==> src/rtl/pipe_hazard_ctrl.sv <==
// Stall/flush sequencer for the 5-stage pipe: load-use bubbles, taken-branch squash and memory freeze.
// Optional perf counters are enabled by defining HAZ_PERF_CNT_EN; otherwise the counter outputs read 0.
module pipe_hazard_ctrl #(
  parameter int MAX_WAIT = 16,
  parameter int WAIT_W   = 5,
  parameter int CNT_W    = 16
) (
  input  logic             clk_i,
  input  logic             rst_i,
  input  logic [4:0]       id_rs_i,
  input  logic [4:0]       id_rt_i,
  input  logic             id_uses_rt_i,
  input  logic             ex_memread_i,
  input  logic [4:0]       ex_rt_i,
  input  logic             mem_pcsrc_i,
  input  logic             dm_req_i,
  input  logic             dm_ready_i,
  output logic             pc_we_o,
  output logic             if_id_we_o,
  output logic             id_ex_we_o,
  output logic             ex_mem_we_o,
  output logic             mem_wb_we_o,
  output logic             if_id_flush_o,
  output logic             id_ex_flush_o,
  output logic             ex_mem_flush_o,
  output logic [1:0]       state_o,
  output logic             err_o,
  output logic [CNT_W-1:0] stall_cnt_o,
  output logic [CNT_W-1:0] flush_cnt_o,
  output logic [CNT_W-1:0] wait_cnt_o
);

  typedef enum logic [1:0] {
    ST_RUN  = 2'd0,
    ST_WAIT = 2'd1,
    ST_ERR  = 2'd2
  } state_t;

  state_t              state_q, state_d;
  logic [WAIT_W-1:0]   wait_q, wait_d;
  logic                freeze;
  logic                branch;
  logic                load_use;

  always_comb begin
    freeze = ((state_q == ST_RUN)  && dm_req_i && !dm_ready_i) ||
             ((state_q == ST_WAIT) && !dm_ready_i) ||
             (state_q == ST_ERR);
    branch   = !freeze && mem_pcsrc_i;
    // A load writing r0 never creates a real dependency.
    load_use = !freeze && !mem_pcsrc_i && ex_memread_i && (ex_rt_i != 5'd0) &&
               ((ex_rt_i == id_rs_i) || (id_uses_rt_i && (ex_rt_i == id_rt_i)));
  end

  // NOTE: every signal driven here gets its default first, so no path can leave it latched.
  always_comb begin
    pc_we_o        = 1'b1;
    if_id_we_o     = 1'b1;
    id_ex_we_o     = 1'b1;
    ex_mem_we_o    = 1'b1;
    mem_wb_we_o    = 1'b1;
    if_id_flush_o  = 1'b0;
    id_ex_flush_o  = 1'b0;
    ex_mem_flush_o = 1'b0;
    if (!rst_i) begin
      {pc_we_o, if_id_we_o, id_ex_we_o, ex_mem_we_o, mem_wb_we_o} = 5'b00000;
      {if_id_flush_o, id_ex_flush_o, ex_mem_flush_o}              = 3'b111;
    end else if (freeze) begin
      {pc_we_o, if_id_we_o, id_ex_we_o, ex_mem_we_o, mem_wb_we_o} = 5'b00000;
    end else if (branch) begin
      {if_id_flush_o, id_ex_flush_o, ex_mem_flush_o} = 3'b111;
    end else if (load_use) begin
      pc_we_o       = 1'b0;
      if_id_we_o    = 1'b0;
      id_ex_flush_o = 1'b1;
    end
  end

  assign state_o = state_q;
  assign err_o   = rst_i && (state_q == ST_ERR);

  always_comb begin
    state_d = state_q;
    wait_d  = wait_q;
    unique case (state_q)
      ST_RUN: begin
        if (dm_req_i && !dm_ready_i) begin
          state_d = ST_WAIT;
          wait_d  = '0;
        end
      end
      ST_WAIT: begin
        if (dm_ready_i) begin
          state_d = ST_RUN;
        end else if (wait_q == WAIT_W'(MAX_WAIT - 1)) begin
          state_d = ST_ERR;
        end else begin
          wait_d = wait_q + 1'b1;
        end
      end
      ST_ERR:  state_d = ST_ERR;
      default: state_d = ST_RUN;
    endcase
  end

  // NOTE: registered state uses non-blocking assignments so every flop samples pre-edge values.
  always_ff @(posedge clk_i) begin
    if (!rst_i) begin
      state_q <= ST_RUN;
      wait_q  <= '0;
    end else begin
      state_q <= state_d;
      wait_q  <= wait_d;
    end
  end

`ifdef HAZ_PERF_CNT_EN
  logic [CNT_W-1:0] stall_cnt_q, flush_cnt_q, wait_cnt_q;

  // Counters stick at all-ones rather than wrapping.
  always_ff @(posedge clk_i) begin
    if (!rst_i) begin
      stall_cnt_q <= '0;
      flush_cnt_q <= '0;
      wait_cnt_q  <= '0;
    end else begin
      if (load_use && (stall_cnt_q != '1)) stall_cnt_q <= stall_cnt_q + 1'b1;
      if (branch   && (flush_cnt_q != '1)) flush_cnt_q <= flush_cnt_q + 1'b1;
      if (freeze   && (wait_cnt_q  != '1)) wait_cnt_q  <= wait_cnt_q + 1'b1;
    end
  end

  assign stall_cnt_o = stall_cnt_q;
  assign flush_cnt_o = flush_cnt_q;
  assign wait_cnt_o  = wait_cnt_q;
`else
  assign stall_cnt_o = '0;
  assign flush_cnt_o = '0;
  assign wait_cnt_o  = '0;
`endif

endmodule

==> config.mk <==
export PLATFORM = sky130hd
export DESIGN_NAME = pipe_hazard_ctrl
export DESIGN_NICKNAME = d
export VERILOG_FILES = /design/src/rtl/pipe_hazard_ctrl.sv
export SDC_FILE = /design/constraint.sdc
export NUM_CORES = 1
export LEC_CHECK = 0
export CELL_PAD_IN_SITES_DETAIL_PLACEMENT = 0
export CELL_PAD_IN_SITES_GLOBAL_PLACEMENT = 2
export CORE_MARGIN = 2
export CORE_UTILIZATION = 16
export DETAILED_ROUTE_END_ITERATION = 6
export GPL_TIMING_DRIVEN = 0
export PLACE_DENSITY_LB_ADDON = 0.08
export SLEW_MARGIN = 0
export SYNTH_ARGS = -nofsm -noshare
export SYNTH_HDL_FRONTEND = slang
export SYNTH_SLANG_ARGS = --single-unit
==> constraint.sdc <==
create_clock -name clk_i -period 4.9 [get_ports clk_i]
set_input_delay 0.98 -clock clk_i [delete_from_list [all_inputs] [get_ports clk_i]]
set_output_delay 0.98 -clock clk_i [all_outputs]
set_load 0.02 [all_outputs]
==> results of run 1 <==
[worst reg2reg max path, delay by kind of cell, from the launching register on]
family,cells,cell delay (ns)
AOI/OAI and AO/OA,2,0.70
and+or+nand+nor,3,0.43
adders and majority gates,2,0.42
DFF,1,0.33
[state kept, by name, indices dropped and copies added, names as in the netlist]
register  flops
wait_q        5
state_o       2
[worst paths after layout]
kind / startpoint / end / slack (ns) / depth (start not counted)
worst max-delay path: ex_rt_i[1] / pc_we_o / 0.83 / 6
worst min-delay path: wait_q[4] / wait_q[4] / 0.51 / 2
worst min register to register: wait_q[4] / wait_q[4] / 0.51 / 2
worst max register to register: wait_q[0] / wait_q[1] / 2.92 / 7
[Yosys cell counts (2+ instances only)]
cell / n
nand3_1: 2
and3_1: 3
and2_1: 2
ha_1: 2
nor2_1: 4
nand2_1: 3
inv_1: 3
nor2b_1: 6
xor2_1: 11
buf_4: 52
dfxtp_1: 7
[layout make-up]
type,instances,area [um2]
fillers,602,3960
multi-input cells,98,546
plain buffers,52,390
repair buffers,32,320
flip-flops and latches,7,140
well taps,72,90.1
clock buffers,4,45.0
inverters,3,11.3
[power groups by stage]
stage | combinational, mW | clock, mW | sequential (mW)
6_report | 0.121 | 0.0846 | 0.0589
5_1_grt | 0.130 | 0.0888 | 0.0589
4_1_cts | 0.120 | 0.0857 | 0.0588
3_5_place_dp | 0.119 | 0 | 0.0598
3_3_place_gp | 0.120 | 0 | 0.0598
2_1_floorplan | 0.0856 | 0 | 0.0601
[kinds of logic (layout without fill, tap and decap cells)]
kind of cell             after synthesis  in the layout  synth area share (%)
AO/OA/AOI/OAI                         10             10                  9.07
XOR/XNOR                              12             12                  11.5
other                                  1             48                 0.412
adder cells (fa/ha/maj)                2              2                  2.75
buffers and inverters                 55             91                  44.1
AND/OR/NAND/NOR                       25             25                  15.7
multiplexers                           1              1                  1.10
flip-flops                             7              7                  15.4
[metrics by stage]
stage	power, mW	utilization (%)	cells	worst slack [ns]	area (um2)
3_3_place_gp	0.180	27.2	264	0.847	1500
5_1_grt	0.278	28.0	268	0.733	1540
4_1_cts	0.264	28.0	268	0.834	1540
6_report	0.265	28.0	268	0.830	1540
2_1_floorplan	0.146	-	160	1.74	1090
3_5_place_dp	0.179	27.2	264	0.845	1500
[routing by layer]
| metal | up-vias | track usage (%) | share of wire [%] | routed length, um |
|---|---|---|---|---|
| met5 | - | 0 | 0 | 0 |
| met4 | 0 | 2.59 | 1.6 | 34 |
| met3 | 4 | 0.792 | 10 | 211 |
| met2 | 47 | 10.3 | 46 | 940 |
| met1 | 327 | 7.32 | 43 | 877 |
| li1 | 438 | - | - | - |
==> impl_metrics.prom, run 1 <==
# TYPE chip_impl_metric gauge
chip_impl_metric{name="number_of_global_route_vias_before_repair",unit=""} 674
chip_impl_metric{name="skew",unit="ns"} 0.00514
chip_impl_metric{name="critical_path_buf_inv_count",unit=""} 3
chip_impl_metric{name="ios",unit=""} 81
chip_impl_metric{name="worst_slew_pin_slew",unit="ns"} 0.503
chip_impl_metric{name="asyncSetResetFlopFracSynth",unit="%"} 0
chip_impl_metric{name="grt_usage",unit="%"} 5.96
chip_impl_metric{name="grt_antenna_before_repair",unit=""} 0
chip_impl_metric{name="clock_network_fraction_of_design_power",unit="%"} 32.0
chip_impl_metric{name="timing_hold_violations_final",unit=""} 0
chip_impl_metric{name="post_cts.resized_instances",unit=""} 0
chip_impl_metric{name="max-vdd-ir-drop",unit="V"} 0.000122
chip_impl_metric{name="layout-drive-gt1-share",unit="%"} 29.6
chip_impl_metric{name="net-switching-power",unit="mW"} 0.0908
chip_impl_metric{name="placeableCoreArea",unit="mm2"} 0.00551
chip_impl_metric{name="fin_setup_tns",unit="ns"} 0
chip_impl_info{name="postSynth.topFlopCell",value="dfxtp_1"} 1
chip_impl_metric{name="clkLatencyLatePin",unit="ns"} 0.24
chip_impl_metric{name="synth_edf_count",unit=""} 0
chip_impl_metric{name="ys_types",unit=""} 29
chip_impl_metric{name="cap_viol_max_count",unit=""} 0
chip_impl_metric{name="drt.antenna.violating_nets",unit=""} 0
chip_impl_metric{name="die_w",unit="um"} 79.5
chip_impl_metric{name="achievable-frequency",unit="MHz"} 246
chip_impl_metric{name="critical_path_peak_fanout",unit=""} 3
chip_impl_metric{name="finalSetupViolCount",unit=""} 0
chip_impl_info{name="layout_common_cells",value="52 x buf_4, 48 x conb_1, 32 x clkdlybuf4s50_1, 11 x xor2_1, 7 x dfxtp_1"} 1
chip_impl_metric{name="yosys_warnings",unit=""} 0
chip_impl_metric{name="area.growth.synth_to_final",unit="%"} 69.4
chip_impl_metric{name="power_per_cell_area",unit="mW/mm2"} 171
chip_impl_metric{name="period_share",unit="%"} 83.1
chip_impl_info{name="cts-root-buf",value="clkbuf_8"} 1
chip_impl_metric{name="p_int",unit="mW"} 0.174
chip_impl_metric{name="global_route_wire_length_before_repair",unit="mm"} 3.06
chip_impl_metric{name="pin_count_of_the_biggest_net_entering_global_routing",unit=""} 11
chip_impl_info{name="worstHoldPathType",value="reg -> reg"} 1
chip_impl_metric{name="total_vias_in_the_final_route",unit=""} 816
chip_impl_metric{name="cts_hold_buf",unit=""} 0
chip_impl_metric{name="pins_over_their_slew_limit",unit=""} 0
chip_impl_info{name="timing.setup.critical_path_class",value="in -> out"} 1
chip_impl_info{name="critPathCaptureType",value="output pin"} 1
chip_impl_metric{name="firstDrtPassIters",unit=""} 2
chip_impl_info{name="setup.worst_path.start_class",value="input port"} 1
chip_impl_metric{name="route.final.wire_length",unit="mm"} 2.06
chip_impl_metric{name="power_leakage",unit="nW"} 0.786
chip_impl_metric{name="critPathArrivalTime",unit="ns"} 3.09
chip_impl_metric{name="drt-initial-drc-count",unit=""} 15
chip_impl_metric{name="fp.dieArea",unit="mm2"} 0.00631
chip_impl_info{name="timing.critical_path.cells",value="clkdlybuf4s50_1 > or4_4 > o2111ai_2 > o21a_1 > buf_4 > clkdlybuf4s50_1"} 1
chip_impl_info{name="path_common_cell",value="clkdlybuf4s50_1"} 1
chip_impl_info{name="synthDominantAreaCellType",value="buf_4"} 1
chip_impl_metric{name="flops_latches_synth",unit=""} 7
chip_impl_metric{name="via_per_inst",unit=""} 3.04
chip_impl_metric{name="max_slew_margin",unit="%"} 66.3
chip_impl_metric{name="final_period_minus_worst_setup_slack",unit="ns"} 4.07
chip_impl_info{name="setup_repair_after_global_routing_missed_its_margin",value="no"} 1
chip_impl_info{name="final_common_cell",value="buf_4"} 1
chip_impl_metric{name="comb_power_share",unit="%"} 45.8
chip_impl_info{name="cp_top_family",value="buffers and inverters"} 1
chip_impl_metric{name="netlist_area",unit="um2"} 911
chip_impl_metric{name="yosysSeqAreaShare",unit="%"} 15.4
chip_impl_metric{name="power_switching_share",unit="%"} 34.3
chip_impl_metric{name="whs",unit="ns"} 0.507
chip_impl_metric{name="detailed_place_hpwl",unit="mm"} 1.77
chip_impl_metric{name="clock_pin_slew_on_the_worst_setup_and_hold_paths",unit="ns"} 0.04
chip_impl_info{name="outcome",value="complete, no violations"} 1
chip_impl_metric{name="synth_top_area_share",unit="%"} 42.9
chip_impl_metric{name="critical_path.max_stage_delay",unit="ns"} 0.59
chip_impl_metric{name="post_cts_buffers",unit=""} 0
chip_impl_metric{name="die_height",unit="um"} 79.5
chip_impl_info{name="clock_tree_from_tritoncts",value="done"} 1
chip_impl_metric{name="finalWeightedCongestion",unit=""} 0.685
chip_impl_metric{name="rows",unit=""} 27
chip_impl_info{name="netlist_top_cells_area",value="buf_4 43%, dfxtp_1 15%, xor2_1 11%"} 1
chip_impl_metric{name="seq_power_share",unit="%"} 22.3
chip_impl_metric{name="routed_wire_length_per_instance",unit="um"} 7.70
chip_impl_metric{name="critical_path_required",unit="ns"} 3.92
chip_impl_metric{name="drc",unit=""} 0
chip_impl_metric{name="design.final.nets",unit=""} 221
chip_impl_metric{name="cts-buffers-inserted",unit=""} 3
chip_impl_metric{name="grt_overflow_total",unit=""} 0
chip_impl_metric{name="port-buffer-count",unit=""} 32
chip_impl_metric{name="postSynthAreaPerCell",unit="um2"} 8.06
chip_impl_metric{name="max-clock-path-buffers",unit=""} 2
chip_impl_metric{name="n_antenna_cell",unit=""} 0
chip_impl_metric{name="htreeDepth",unit=""} 1
chip_impl_metric{name="initial_standard_cell_utilization_of_the_core",unit="%"} 16.5
chip_impl_metric{name="postSynthCellCount",unit=""} 113
chip_impl_metric{name="tritoncts_num_sinks",unit=""} 7
chip_impl_info{name="critPathSlowestCell",value="clkdlybuf4s50_1"} 1
(Power assumes the default switching activity.)
==> run 2: changes to the inputs <==
--- a/config.mk
+++ b/config.mk
@@ -8,7 +8,7 @@
 export CELL_PAD_IN_SITES_DETAIL_PLACEMENT = 0
 export CELL_PAD_IN_SITES_GLOBAL_PLACEMENT = 2
 export CORE_MARGIN = 2
-export CORE_UTILIZATION = 16
+export CORE_UTILIZATION = 13
 export DETAILED_ROUTE_END_ITERATION = 6
 export GPL_TIMING_DRIVEN = 0
 export PLACE_DENSITY_LB_ADDON = 0.08
==> constraint.sdc (replaced) <==
create_clock -name clk_i -period 3.58 [get_ports clk_i]
set_input_delay 0.716 -clock clk_i [delete_from_list [all_inputs] [get_ports clk_i]]
set_output_delay 0.716 -clock clk_i [all_outputs]
set_load 0.02 [all_outputs]
==> impl_metrics.prom, run 2 (synthesis gave the netlist of run 1 again) <==
# TYPE chip_impl_metric gauge
chip_impl_metric{name="max_slew_margin",unit="%"} 61.5
chip_impl_metric{name="fillCellCount",unit=""} 764
chip_impl_info{name="cts-root-buf",value="clkbuf_8"} 1
chip_impl_metric{name="drt-initial-drc-count",unit=""} 3
chip_impl_metric{name="critical_path_buf_inv_count",unit=""} 3
chip_impl_info{name="crit_start",value="ex_rt_i[1]"} 1
chip_impl_metric{name="critical_path_required",unit="ns"} 2.86
chip_impl_metric{name="skew",unit="ns"} 0.000654
chip_impl_metric{name="ios",unit=""} 81
chip_impl_metric{name="global_route_wire_length_before_repair",unit="mm"} 3.26
chip_impl_info{name="worstReg2RegStart",value="wait_q[0]"} 1
chip_impl_metric{name="initial_standard_cell_utilization_of_the_core",unit="%"} 13.4
chip_impl_metric{name="worst_slew_pin_slew",unit="ns"} 0.573
chip_impl_metric{name="pins_over_their_slew_limit",unit=""} 0
chip_impl_metric{name="timing_hold_violations_final",unit=""} 0
chip_impl_metric{name="power_switching_share",unit="%"} 33.4
chip_impl_metric{name="route.final.wire_length",unit="mm"} 2.28
chip_impl_metric{name="post_cts.resized_instances",unit=""} 0
chip_impl_metric{name="grt_antenna_before_repair",unit=""} 0
chip_impl_metric{name="post_cts_buffers",unit=""} 0
chip_impl_metric{name="critical_path_peak_fanout",unit=""} 3
chip_impl_metric{name="placeableCoreArea",unit="mm2"} 0.00679
chip_impl_metric{name="p_int",unit="mW"} 0.238
chip_impl_metric{name="htreeDepth",unit=""} 1
chip_impl_metric{name="critPathArrivalTime",unit="ns"} 2.81
chip_impl_metric{name="max-clock-path-buffers",unit=""} 2
chip_impl_metric{name="tritoncts_num_sinks",unit=""} 7
chip_impl_metric{name="total_vias_in_the_final_route",unit=""} 840
chip_impl_metric{name="fin_setup_tns",unit="ns"} 0
chip_impl_info{name="final_common_cell",value="buf_4"} 1
chip_impl_metric{name="layout-drive-gt1-share",unit="%"} 29.6
chip_impl_info{name="layout_common_cells",value="52 x buf_4, 48 x conb_1, 32 x clkdlybuf4s50_1, 11 x xor2_1, 7 x dfxtp_1"} 1
chip_impl_metric{name="cap_viol_max_count",unit=""} 0
chip_impl_info{name="setup_repair_after_global_routing_missed_its_margin",value="no"} 1
chip_impl_metric{name="critical_path.max_stage_delay",unit="ns"} 0.60
chip_impl_metric{name="grt_usage",unit="%"} 5.36
chip_impl_metric{name="detailed_place_hpwl",unit="mm"} 2.03
chip_impl_metric{name="final_period_minus_worst_setup_slack",unit="ns"} 3.53
chip_impl_metric{name="drc",unit=""} 0
chip_impl_info{name="worstHoldPathType",value="reg -> reg"} 1
chip_impl_metric{name="seq_power_share",unit="%"} 22.6
chip_impl_info{name="timing.setup.critical_path_class",value="in -> out"} 1
chip_impl_metric{name="grt_overflow_total",unit=""} 0
chip_impl_metric{name="sequential_cell_area",unit="um2"} 140
chip_impl_metric{name="clock_pin_slew_on_the_worst_setup_and_hold_paths",unit="ns"} 0.04
chip_impl_metric{name="whs",unit="ns"} 0.505
chip_impl_metric{name="number_of_global_route_vias_before_repair",unit=""} 723
chip_impl_metric{name="cts-buffers-inserted",unit=""} 3
chip_impl_info{name="critPathCaptureType",value="output pin"} 1
chip_impl_info{name="outcome",value="complete, no violations"} 1
chip_impl_metric{name="clkLatencyLatePin",unit="ns"} 0.22
chip_impl_metric{name="net-switching-power",unit="mW"} 0.119
chip_impl_info{name="setup.worst_path.start_class",value="input port"} 1
chip_impl_metric{name="fp.dieArea",unit="mm2"} 0.00769
chip_impl_info{name="largest-register",value="wait_q"} 1
chip_impl_metric{name="final_util",unit="%"} 23.3
chip_impl_metric{name="via_per_inst",unit=""} 2.88
chip_impl_metric{name="die_height",unit="um"} 87.7
chip_impl_metric{name="firstDrtPassIters",unit=""} 2
chip_impl_info{name="critPathSlowestCell",value="clkdlybuf4s50_1"} 1
chip_impl_metric{name="clock_network_fraction_of_design_power",unit="%"} 30.5
chip_impl_metric{name="comb_power_share",unit="%"} 46.9
chip_impl_metric{name="design.final.nets",unit=""} 221
chip_impl_metric{name="power_per_cell_area",unit="mW/mm2"} 226
chip_impl_metric{name="die_w",unit="um"} 87.7
chip_impl_info{name="timing.critical_path.cells",value="clkdlybuf4s50_1 > or4_4 > o2111ai_2 > o21a_1 > buf_4 > clkdlybuf4s50_1"} 1
chip_impl_metric{name="area.growth.synth_to_final",unit="%"} 73.5
chip_impl_metric{name="power_leakage",unit="nW"} 0.787
chip_impl_metric{name="finalSetupViolCount",unit=""} 0
chip_impl_metric{name="n_antenna_cell",unit=""} 0
chip_impl_metric{name="largest_register_ff_count",unit=""} 5
chip_impl_info{name="cp_top_family",value="buffers and inverters"} 1
chip_impl_metric{name="period_share",unit="%"} 98.6
chip_impl_metric{name="drt.antenna.violating_nets",unit=""} 0
chip_impl_metric{name="pin_count_of_the_biggest_net_entering_global_routing",unit=""} 11
chip_impl_info{name="clock_tree_from_tritoncts",value="done"} 1
chip_impl_metric{name="routed_wire_length_per_instance",unit="um"} 7.81
chip_impl_metric{name="rows",unit=""} 30
chip_impl_metric{name="max-vdd-ir-drop",unit="V"} 0.000128
chip_impl_info{name="min_from",value="wait_q[3]"} 1
chip_impl_metric{name="achievable-frequency",unit="MHz"} 283
chip_impl_metric{name="cts_hold_buf",unit=""} 0
chip_impl_metric{name="multi_input_comb_area",unit="um2"} 553
chip_impl_info{name="path_common_cell",value="clkdlybuf4s50_1"} 1
chip_impl_metric{name="finalWeightedCongestion",unit=""} 0.747
chip_impl_metric{name="port-buffer-count",unit=""} 32
[run 2: cell counts in the layout (fill, tap and decap cells not counted)]
Identical to the previous run, type by type.
[run 2: worst paths after layout]
kind	endpoint	slack [ns]	cells after the start
worst min-delay path	wait_q[3]	0.51	2
worst max register to register	wait_q[1]	1.53	7
worst max-delay path	pc_we_o	0.05	6
worst min register to register	wait_q[3]	0.51	2
[run 2: final cells by class]
cell class	instances	share of cell area, %
Multi-Input combinational cell	98	35.0
Buffer	52	24.7
Timing Repair Buffer	32	20.3
Sequential cell	7	8.87
Tap cell	96	7.60
Clock buffer	4	2.85
Inverter	3	0.713
[run 2: worst min-delay path, delay by kind of cell (launching register included)]
kind                      cells  cell delay (ns)
DFF                           1             0.33
xor gates and xnor gates      1             0.07
and+or+nand+nor               1             0.07
[run 2: power groups by stage]
stage,registers (mW),logic [mW],clock network (mW)
floorplan,0.0822,0.117,0
global placement,0.0818,0.165,0
detailed placement,0.0819,0.165,0
CTS,0.0806,0.165,0.112
global route,0.0808,0.181,0.116
finish,0.0806,0.167,0.109
[run 2: metal layers]
metal | wire [um] | global-route usage, %
met1 | 920 | 6.39
met2 | 1080 | 9.50
met3 | 277 | 1.23
met4 | 0 | 1.68
met5 | 0 | 0
[run 2: per-stage QoR]
step	setup WS (ns)	cells	area (um2)	total power, mW
after floorplan	0.944	160	1090	0.199
after global placement	0.0253	288	1530	0.247
after detailed placement	0.0274	288	1530	0.246
after CTS	0.0219	292	1570	0.358
after global routing	0.000384	292	1580	0.378
final	0.0508	292	1580	0.357
